<file path="src/rtl/rf_wb_arbiter_pkg.sv">
// Shared constants and types for the register-file writeback arbiter.
package rf_wb_arbiter_pkg;

  localparam int ADDR_W = 5;
  localparam int DATA_W = 32;
  localparam int MAX_WAIT = 4;

  localparam logic [4:0] REG_ZERO = 5'd0;

  typedef enum logic [1:0] {
    GNT_NONE = 2'b00,
    GNT_P0   = 2'b01,
    GNT_P1   = 2'b10
  } gnt_e;

endpackage

</file>
<file path="src/rtl/rf_wb_arbiter_wb_slot.sv">
// One-entry writeback holding register. A load wins over a pop on the same
// edge, so a slot can hand its old entry onward and take a new one without a bubble.
module wb_slot #(
  parameter int ADDR_W = rf_wb_arbiter_pkg::ADDR_W,
  parameter int DATA_W = rf_wb_arbiter_pkg::DATA_W
) (
  input  logic              clk,
  input  logic              rst_n,
  input  logic              load,
  input  logic              pop,
  input  logic [ADDR_W-1:0] load_addr,
  input  logic [DATA_W-1:0] load_data,
  output logic              full,
  output logic [ADDR_W-1:0] addr,
  output logic [DATA_W-1:0] data
);

  always_ff @(posedge clk or negedge rst_n) begin
    if (!rst_n) begin
      full <= 1'b0;
      addr <= '0;
      data <= '0;
    end else if (load) begin
      full <= 1'b1;
      addr <= load_addr;
      data <= load_data;
    end else if (pop) begin
      full <= 1'b0;
    end
  end

endmodule

</file>
<file path="src/rtl/rf_wb_arbiter.sv">
// Shares the register file's single write port between the ALU (port 0) and
// the load/mul-div path (port 1) with fixed priority plus aging for port 1.
module rf_wb_arbiter #(
  parameter int ADDR_W   = rf_wb_arbiter_pkg::ADDR_W,
  parameter int DATA_W   = rf_wb_arbiter_pkg::DATA_W,
  parameter int MAX_WAIT = rf_wb_arbiter_pkg::MAX_WAIT
) (
  input  logic              clk,
  input  logic              rst_n,
  input  logic              req0_valid,
  input  logic [ADDR_W-1:0] req0_addr,
  input  logic [DATA_W-1:0] req0_data,
  output logic              req0_ready,
  input  logic              req1_valid,
  input  logic [ADDR_W-1:0] req1_addr,
  input  logic [DATA_W-1:0] req1_data,
  output logic              req1_ready,
  output logic              write_ctr,
  output logic [ADDR_W-1:0] write_addr,
  output logic [DATA_W-1:0] write_data,
  input  logic [ADDR_W-1:0] chk_addr,
  output logic              chk_hit,
  output logic              busy
);
  import rf_wb_arbiter_pkg::REG_ZERO, rf_wb_arbiter_pkg::gnt_e;
  import rf_wb_arbiter_pkg::GNT_NONE, rf_wb_arbiter_pkg::GNT_P0, rf_wb_arbiter_pkg::GNT_P1;

  localparam int AGE_W = $clog2(MAX_WAIT + 1);
  localparam logic [ADDR_W-1:0] ZERO_IDX = ADDR_W'(REG_ZERO);

  // Handshake: a port transfers on a posedge where valid and ready are both
  // high; ready depends only on slot state, never on valid.
  logic              full0, full1;
  logic [ADDR_W-1:0] addr0, addr1;
  logic [DATA_W-1:0] data0, data1;
  logic              fill0, fill1;
  logic              gnt0, gnt1;
  logic              keep1;
  logic [AGE_W-1:0]  age1;
  logic              order1;
  gnt_e              gnt;

  wb_slot #(.ADDR_W(ADDR_W), .DATA_W(DATA_W)) u_slot0 (
    .clk       (clk),
    .rst_n     (rst_n),
    .load      (fill0),
    .pop       (gnt0),
    .load_addr (req0_addr),
    .load_data (req0_data),
    .full      (full0),
    .addr      (addr0),
    .data      (data0)
  );

  wb_slot #(.ADDR_W(ADDR_W), .DATA_W(DATA_W)) u_slot1 (
    .clk       (clk),
    .rst_n     (rst_n),
    .load      (fill1),
    .pop       (gnt1),
    .load_addr (req1_addr),
    .load_data (req1_data),
    .full      (full1),
    .addr      (addr1),
    .data      (data1)
  );

  // order1 set means slot 1 holds the older entry; it only matters when both
  // slots target the same register, so the later write lands last.
  always_comb begin
    gnt = GNT_NONE;
    if (full0 && full1) begin
      if (age1 >= AGE_W'(MAX_WAIT))
        gnt = GNT_P1;
      else if ((addr0 == addr1) && order1)
        gnt = GNT_P1;
      else
        gnt = GNT_P0;
    end else if (full0) begin
      gnt = GNT_P0;
    end else if (full1) begin
      gnt = GNT_P1;
    end
  end

  assign gnt0 = (gnt == GNT_P0);
  assign gnt1 = (gnt == GNT_P1);

  assign req0_ready = !full0 || gnt0;
  assign req1_ready = !full1 || gnt1;

  // Writes to register 0 complete the handshake but never occupy a slot.
  assign fill0 = req0_valid && req0_ready && (req0_addr != ZERO_IDX);
  assign fill1 = req1_valid && req1_ready && (req1_addr != ZERO_IDX);
  assign keep1 = full1 && !gnt1;

  always_ff @(posedge clk or negedge rst_n) begin
    if (!rst_n) begin
      order1 <= 1'b0;
    end else if (fill0 && !fill1) begin
      order1 <= keep1;
    end else if (fill1) begin
      order1 <= 1'b0;
    end
  end

  always_ff @(posedge clk or negedge rst_n) begin
    if (!rst_n) begin
      age1 <= '0;
    end else if (!full1 || gnt1) begin
      age1 <= '0;
    end else if (age1 < AGE_W'(MAX_WAIT)) begin
      age1 <= age1 + AGE_W'(1);
    end
  end

  // Registered output stage holds steady through the register file's negedge commit.
  always_ff @(posedge clk or negedge rst_n) begin
    if (!rst_n) begin
      write_ctr  <= 1'b0;
      write_addr <= '0;
      write_data <= '0;
    end else begin
      write_ctr <= gnt0 || gnt1;
      if (gnt1) begin
        write_addr <= addr1;
        write_data <= data1;
      end else if (gnt0) begin
        write_addr <= addr0;
        write_data <= data0;
      end
    end
  end

  assign chk_hit = (chk_addr != ZERO_IDX) &&
                   ((full0 && (addr0 == chk_addr)) ||
                    (full1 && (addr1 == chk_addr)) ||
                    (write_ctr && (write_addr == chk_addr)));

  assign busy = full0 || full1 || write_ctr;

endmodule

</file>
<file path="config.mk">
export PLATFORM = sky130hd
export DESIGN_NAME = rf_wb_arbiter
export DESIGN_NICKNAME = d
export VERILOG_FILES = /design/src/rtl/rf_wb_arbiter_pkg.sv /design/src/rtl/rf_wb_arbiter_wb_slot.sv /design/src/rtl/rf_wb_arbiter.sv
export SDC_FILE = /design/constraint.sdc
export NUM_CORES = 1
export LEC_CHECK = 0
export ABC_AREA = 1
export CORE_ASPECT_RATIO = 1.75
export CORE_MARGIN = 5
export CORE_UTILIZATION = 40
export DETAILED_ROUTE_END_ITERATION = 10
export DONT_BUFFER_PORTS = 1
export GPL_TIMING_DRIVEN = 0
export SYNTH_ARGS = -nofsm -noshare
export SYNTH_HDL_FRONTEND = slang
export SYNTH_SLANG_ARGS = --single-unit
</file>
<file path="constraint.sdc">
create_clock -name clk -period 3.96 [get_ports clk]
set_input_delay 0.792 -clock clk [delete_from_list [all_inputs] [get_ports clk]]
set_output_delay 0.792 -clock clk [all_outputs]
set_load 0.01 [all_outputs]
</file>
Word level (Yosys, flattened, before mapping)

Cells that the tools add are included.

Mux-type cells: 17
Multiply operators: 0
$lt $le $gt $ge: 2
Add/sub/neg operators: 1
Div/mod/pow operators: 0
Bitwise gates (word level): 0
Equality and inequality tests: 6
Reductions and logical operators: 31
Shift-type cells: 0

Operator list:

| operator            | number |
|---|---|
| $mux 32             | 2 |
| $eq 5x5->1          | 4 |
| $reduce_bool 5->1   | 3 |
| $logic_and 1x1->1   | 12 |
| $mux 2              | 5 |
| $mux 5              | 2 |
| $reduce_bool 2->1   | 5 |
| $logic_or 1x1->1    | 7 |
| $mux 1              | 6 |
| $mux 3              | 2 |
| $logic_not 1->1     | 4 |
| $add 3x1->3 const B | 1 |
| $ge 3x3->1 const B  | 1 |
| $lt 3x3->1 const B  | 1 |
| $eq 2x1->1 const B  | 1 |
| $eq 2x2->1 const B  | 1 |

Logic and storage cells: 68
RAM bits: 0
ROM bits: 0
Flip-flop bits (word level): 118
Input bits: 83
Memories: 0
Latch bits: 0

Depth between registers and ports, before layout

Depth in word-level cells: 12
Gate-level depth with buffers: 16

Cells and area by module

Synthesis repeated with hierarchy kept, for this count alone.

Cells, all modules: 660
Area, all modules: 5,332.6 um2

Modules (own cells, without submodules):

| module        | cells each | seq. area each (um2) | area an instance (um2) | times used |
|---|---|---|---|---|
| wb_slot       | 161        | 950.9                | 1,473.9                | 2 |
| rf_wb_arbiter | 338        | 1,051.0              | 2,384.8                | 1 |

Least setup slack after synthesis

OpenSTA, ideal clock, no wires.

Path type: reg2out
Start: reg u_slot0.addr[1]
End: out req1_ready
Arrival time: 1.463 ns
Cell stages (with the launch flop): 10
Path slack: 1.705 ns
Data required time: 3.168 ns
Path through: dfrtp_1 -> inv_1 -> nor2_1 -> nor3b_1 -> nand3_1 -> a21oi_1 -> ha_1 -> buf_4 -> nor2_4 -> inv_1

Longest elaborated chain between the ends: 7

Ends and longest elaborated chain:

| what                     | RTL line                    | RTL |
|---|---|---|
| start: declaration       | rf_wb_arbiter_wb_slot.sv:14 | `output logic [ADDR_W-1:0] addr,` |
| start signal: assignment | rf_wb_arbiter_wb_slot.sv:25 | `addr <= load_addr;` |
| $eq 5x5->1               | rf_wb_arbiter.sv:74         | `else if ((addr0 == addr1) && order1)` |
| $logic_and 1x1->1        | rf_wb_arbiter.sv:74         |  |
| $mux 2                   | rf_wb_arbiter.sv:74         |  |
| $mux 2                   | rf_wb_arbiter.sv:72         | `if (age1 >= AGE_W'(MAX_WAIT))` |
| $mux 2                   | rf_wb_arbiter.sv:71         | `if (full0 && full1) begin` |
| $eq 2x2->1               | rf_wb_arbiter.sv:86         | `assign gnt1 = (gnt == GNT_P1);` |
| $logic_or 1x1->1         | rf_wb_arbiter.sv:89         | `assign req1_ready = !full1 \|\| gnt1;` |
| end: declaration         | rf_wb_arbiter.sv:17         | `output logic req1_ready,` |

No other way between the ends.

Worst setup path after layout

Start: reg u_slot0.addr[2]
End: out req1_ready

The elaborated chain is that of the path after synthesis.

==> flow_metrics.tcl <==
set metrics [dict create \
    htree_levels 4 \
    fin_crit_sh 0.760 \
    synthCells 649 \
    cts_hold_buf 0 \
    hold_class "input port to asynchronous set/reset pin" \
    critPathKind "flip-flop to output port" \
    p_leak_uw 0.00309 \
    period_needed_ps 3010 \
    r2r-end "write_addr[3]$_DFFE_PN0P_" \
    r2r_cells 12 \
    setup_tns_ps 0 \
    drc 0 \
    worstPathArrival_ps 2220 \
    tightest_slew_ps 559 \
    num-nets-final 755 \
    clock_sinks 118 \
    num_rows 56 \
    ys_ff_latch 118 \
    clockBufferDepth 2 \
    yosys.cell_count.top_type "nand2_1" \
    yosys.area.top_type_share 0.543 \
    first_iter_violations 131 \
    die_h_um 164 \
    cts_resized 0 \
    ir_drop_mv 0.412 \
    worstSetupEndpointType "output port" \
    ys_warn_count 0 \
    rrSetupSlack_ps 1480 \
    stdcell_count 855 \
    status "finished clean" \
    yosys-top-cells-area "dfrtp_1 54%, nand2_1 11%, o21ai_0 7.6%" \
    root_buffer "clkbuf_16" \
    finalWeightedCongestion 0.897 \
    hold_slack_ps 78.3 \
    path_clk_slew_ps 60 \
    hold_viol_final 0 \
    synth_edf_count 0 \
    diodes 0 \
    synth_fp_nets 736 \
    synth_area_um2 5430 \
    crit_path_top_delay_cell "dfrtp_1" \
    timing.fmax_mhz 332 \
    worstPathRequired_ps 3170 \
    relSlewSlack 0.627 \
    power_density_nw_per_um2 1010 \
    wl_um 14400 \
    dp_hpwl_um 10500 \
    power.total_uw 6310 \
    cts_setup_buffers 0 \
    layout-drive-gt1-share 0.122 \
    core_area_um2 13400 \
    maxSlewViolCount 0 \
    numCtsBuffers 17 \
    routedWlPerCell_um 16.9 \
    yosys-top-cells-count "166 x nand2_1, 118 x dfrtp_1, 100 x inv_1, 83 x o21ai_0, 54 x nor2_1" \
    grt_max_degree 119 \
    critical_path.startpoint_type "flip-flop" \
    ys_seq_area_frac 0.543 \
    insertion_delay_ps 400 \
    finalSetupViolations 0 \
    cts_tree "built" \
    grt_antenna_before_repair 0 \
    seq_area_um2 2950 \
    synth_top_area_cell "dfrtp_1" \
    areaGrowthSynthToFinish_pct 15.2 \
    fp.dieW_um 98.1 \
    fillers 1334 \
    vias 4208 \
    cp_max_fo 10 \
    final_antenna_net_count 0 \
    avgSynthCellArea_um2 8.37 \
    grt_overflow 0 \
    fin_util 0.468 \
    drt-vias-per-instance 4.92 \
    multi_input_area_um2 1900 \
    die_area_um2 16100 \
    slowest_delay_ps 430 \
    grt_pass1_wl_um 22900 \
    r2r_start "u_slot0.addr[2]$_DFFE_PN0P_" \
    finClkSkew_ps 13.2 \
    port_buffers 0 \
    firstDrtPassIters 4 \
    crit_chain "inv_1, nand2_1, nand2_1, nor3_1, nand3_1, a21oi_1, ha_1, buf_4, nor2_4, inv_1" \
    dpl.cell_count 823 \
    maxCapViolations 0 \
    first_global_vias 4443 \
    synth-main-ff-cell "dfrtp_1" \
    rsz0062_at_grt "no" \
    synthDistinctLibCells 26 \
    grt_usage 0.183 \
    io_pins 125 \
    start_util 0.406 \
    synth_async_sr_flop_share 1.00 \
]
-- sequential cells by signal, summed over array words and instances (netlist names) --
register	count
u_slot0.data	32
u_slot1.data	32
write_data	32
u_slot0.addr	5
u_slot1.addr	5
write_addr	5
age1	3
order1	1
u_slot0.full	1
u_slot1.full	1
write_ctr	1
-- routing by layer --
layer / routed length (um) / global-route usage / vias up
met5: 0 / 0 / -
met3: 811 / 0.0476 / 22
met1: 5460 / 0.199 / 2012
met4: 300 / 0.0857 / 0
met2: 7840 / 0.331 / 119
li1: - / - / 2055
-- critical path: cells and delay by family, from the launching register on --
| family | cells | cell delay, ps |
|---|---|---|
| buf+inv | 3 | 510 |
| simple gates | 5 | 480 |
| flops | 1 | 430 |
| fa+ha+maj | 1 | 230 |
| compound gates | 1 | 150 |
-- worst max-delay path by stage --
stage	from	slack (ps)	to
after floorplan	u_slot0.addr[1]$_DFFE_PN0P_	1700	req1_ready
after global placement	u_slot1.addr[1]$_DFFE_PN0P_	1350	req1_ready
after detailed placement	u_slot0.addr[2]$_DFFE_PN0P_	1340	req1_ready
after CTS	u_slot0.addr[1]$_DFFE_PN0P_	890	req1_ready
after global routing	u_slot0.addr[2]$_DFFE_PN0P_	710	req1_ready
final	u_slot0.addr[2]$_DFFE_PN0P_	950	req1_ready
-- through the flow --
| step | instance area (um2) | worst slack, ps |
|---|---|---|
| 6_report | 6260 | 950 |
| 5_1_grt | 6260 | 713 |
| 4_1_cts | 6260 | 889 |
| 3_5_place_dp | 5650 | 1340 |
| 3_3_place_gp | 5650 | 1350 |
| 2_1_floorplan | 5430 | 1700 |
-- report_power, final --
part	switching [uW]	internal, uW
Sequential	453	1830
Combinational	1630	825
Clock	545	1020
Total	2630	3680
-- cells in the final DEF (no fill, tap or decap), drive strengths merged --
master,count
nand2,166
dfrtp,118
o21ai,113
inv,101
nor2,56
a21oi,36
clkbuf,36
buf,16
nand3,8
o211ai,6
clkinv,6
ha,4
clkinvlp,4
bufinv,3
nor3,2
o21a,2
nor3b,1
nand4,1
o21bai,1
xor2,1
-- cell families (layout without fill, tap and decap cells) --
kind of cell               count (synthesis)  after routing  share of synthesized area
DFF                                      118            118                      0.543
xor gates and xnor gates                   1              1                    0.00161
buffers and inverters                    134            166                      0.106
AOI/OAI and AO/OA                        158            158                      0.172
and+or+nand+nor                          234            234                      0.167
adders and majority gates                  4              4                    0.00921
-- area by class of cell --
cell class	instances	area share
flip-flops and latches	118	0.472
inverters	102	0.0612
clock inverters	12	0.0244
well taps	174	0.0348
plain buffers	32	0.0312
clock buffers	20	0.0729
multi-input cells	397	0.304
(Power assumes the default switching activity.)
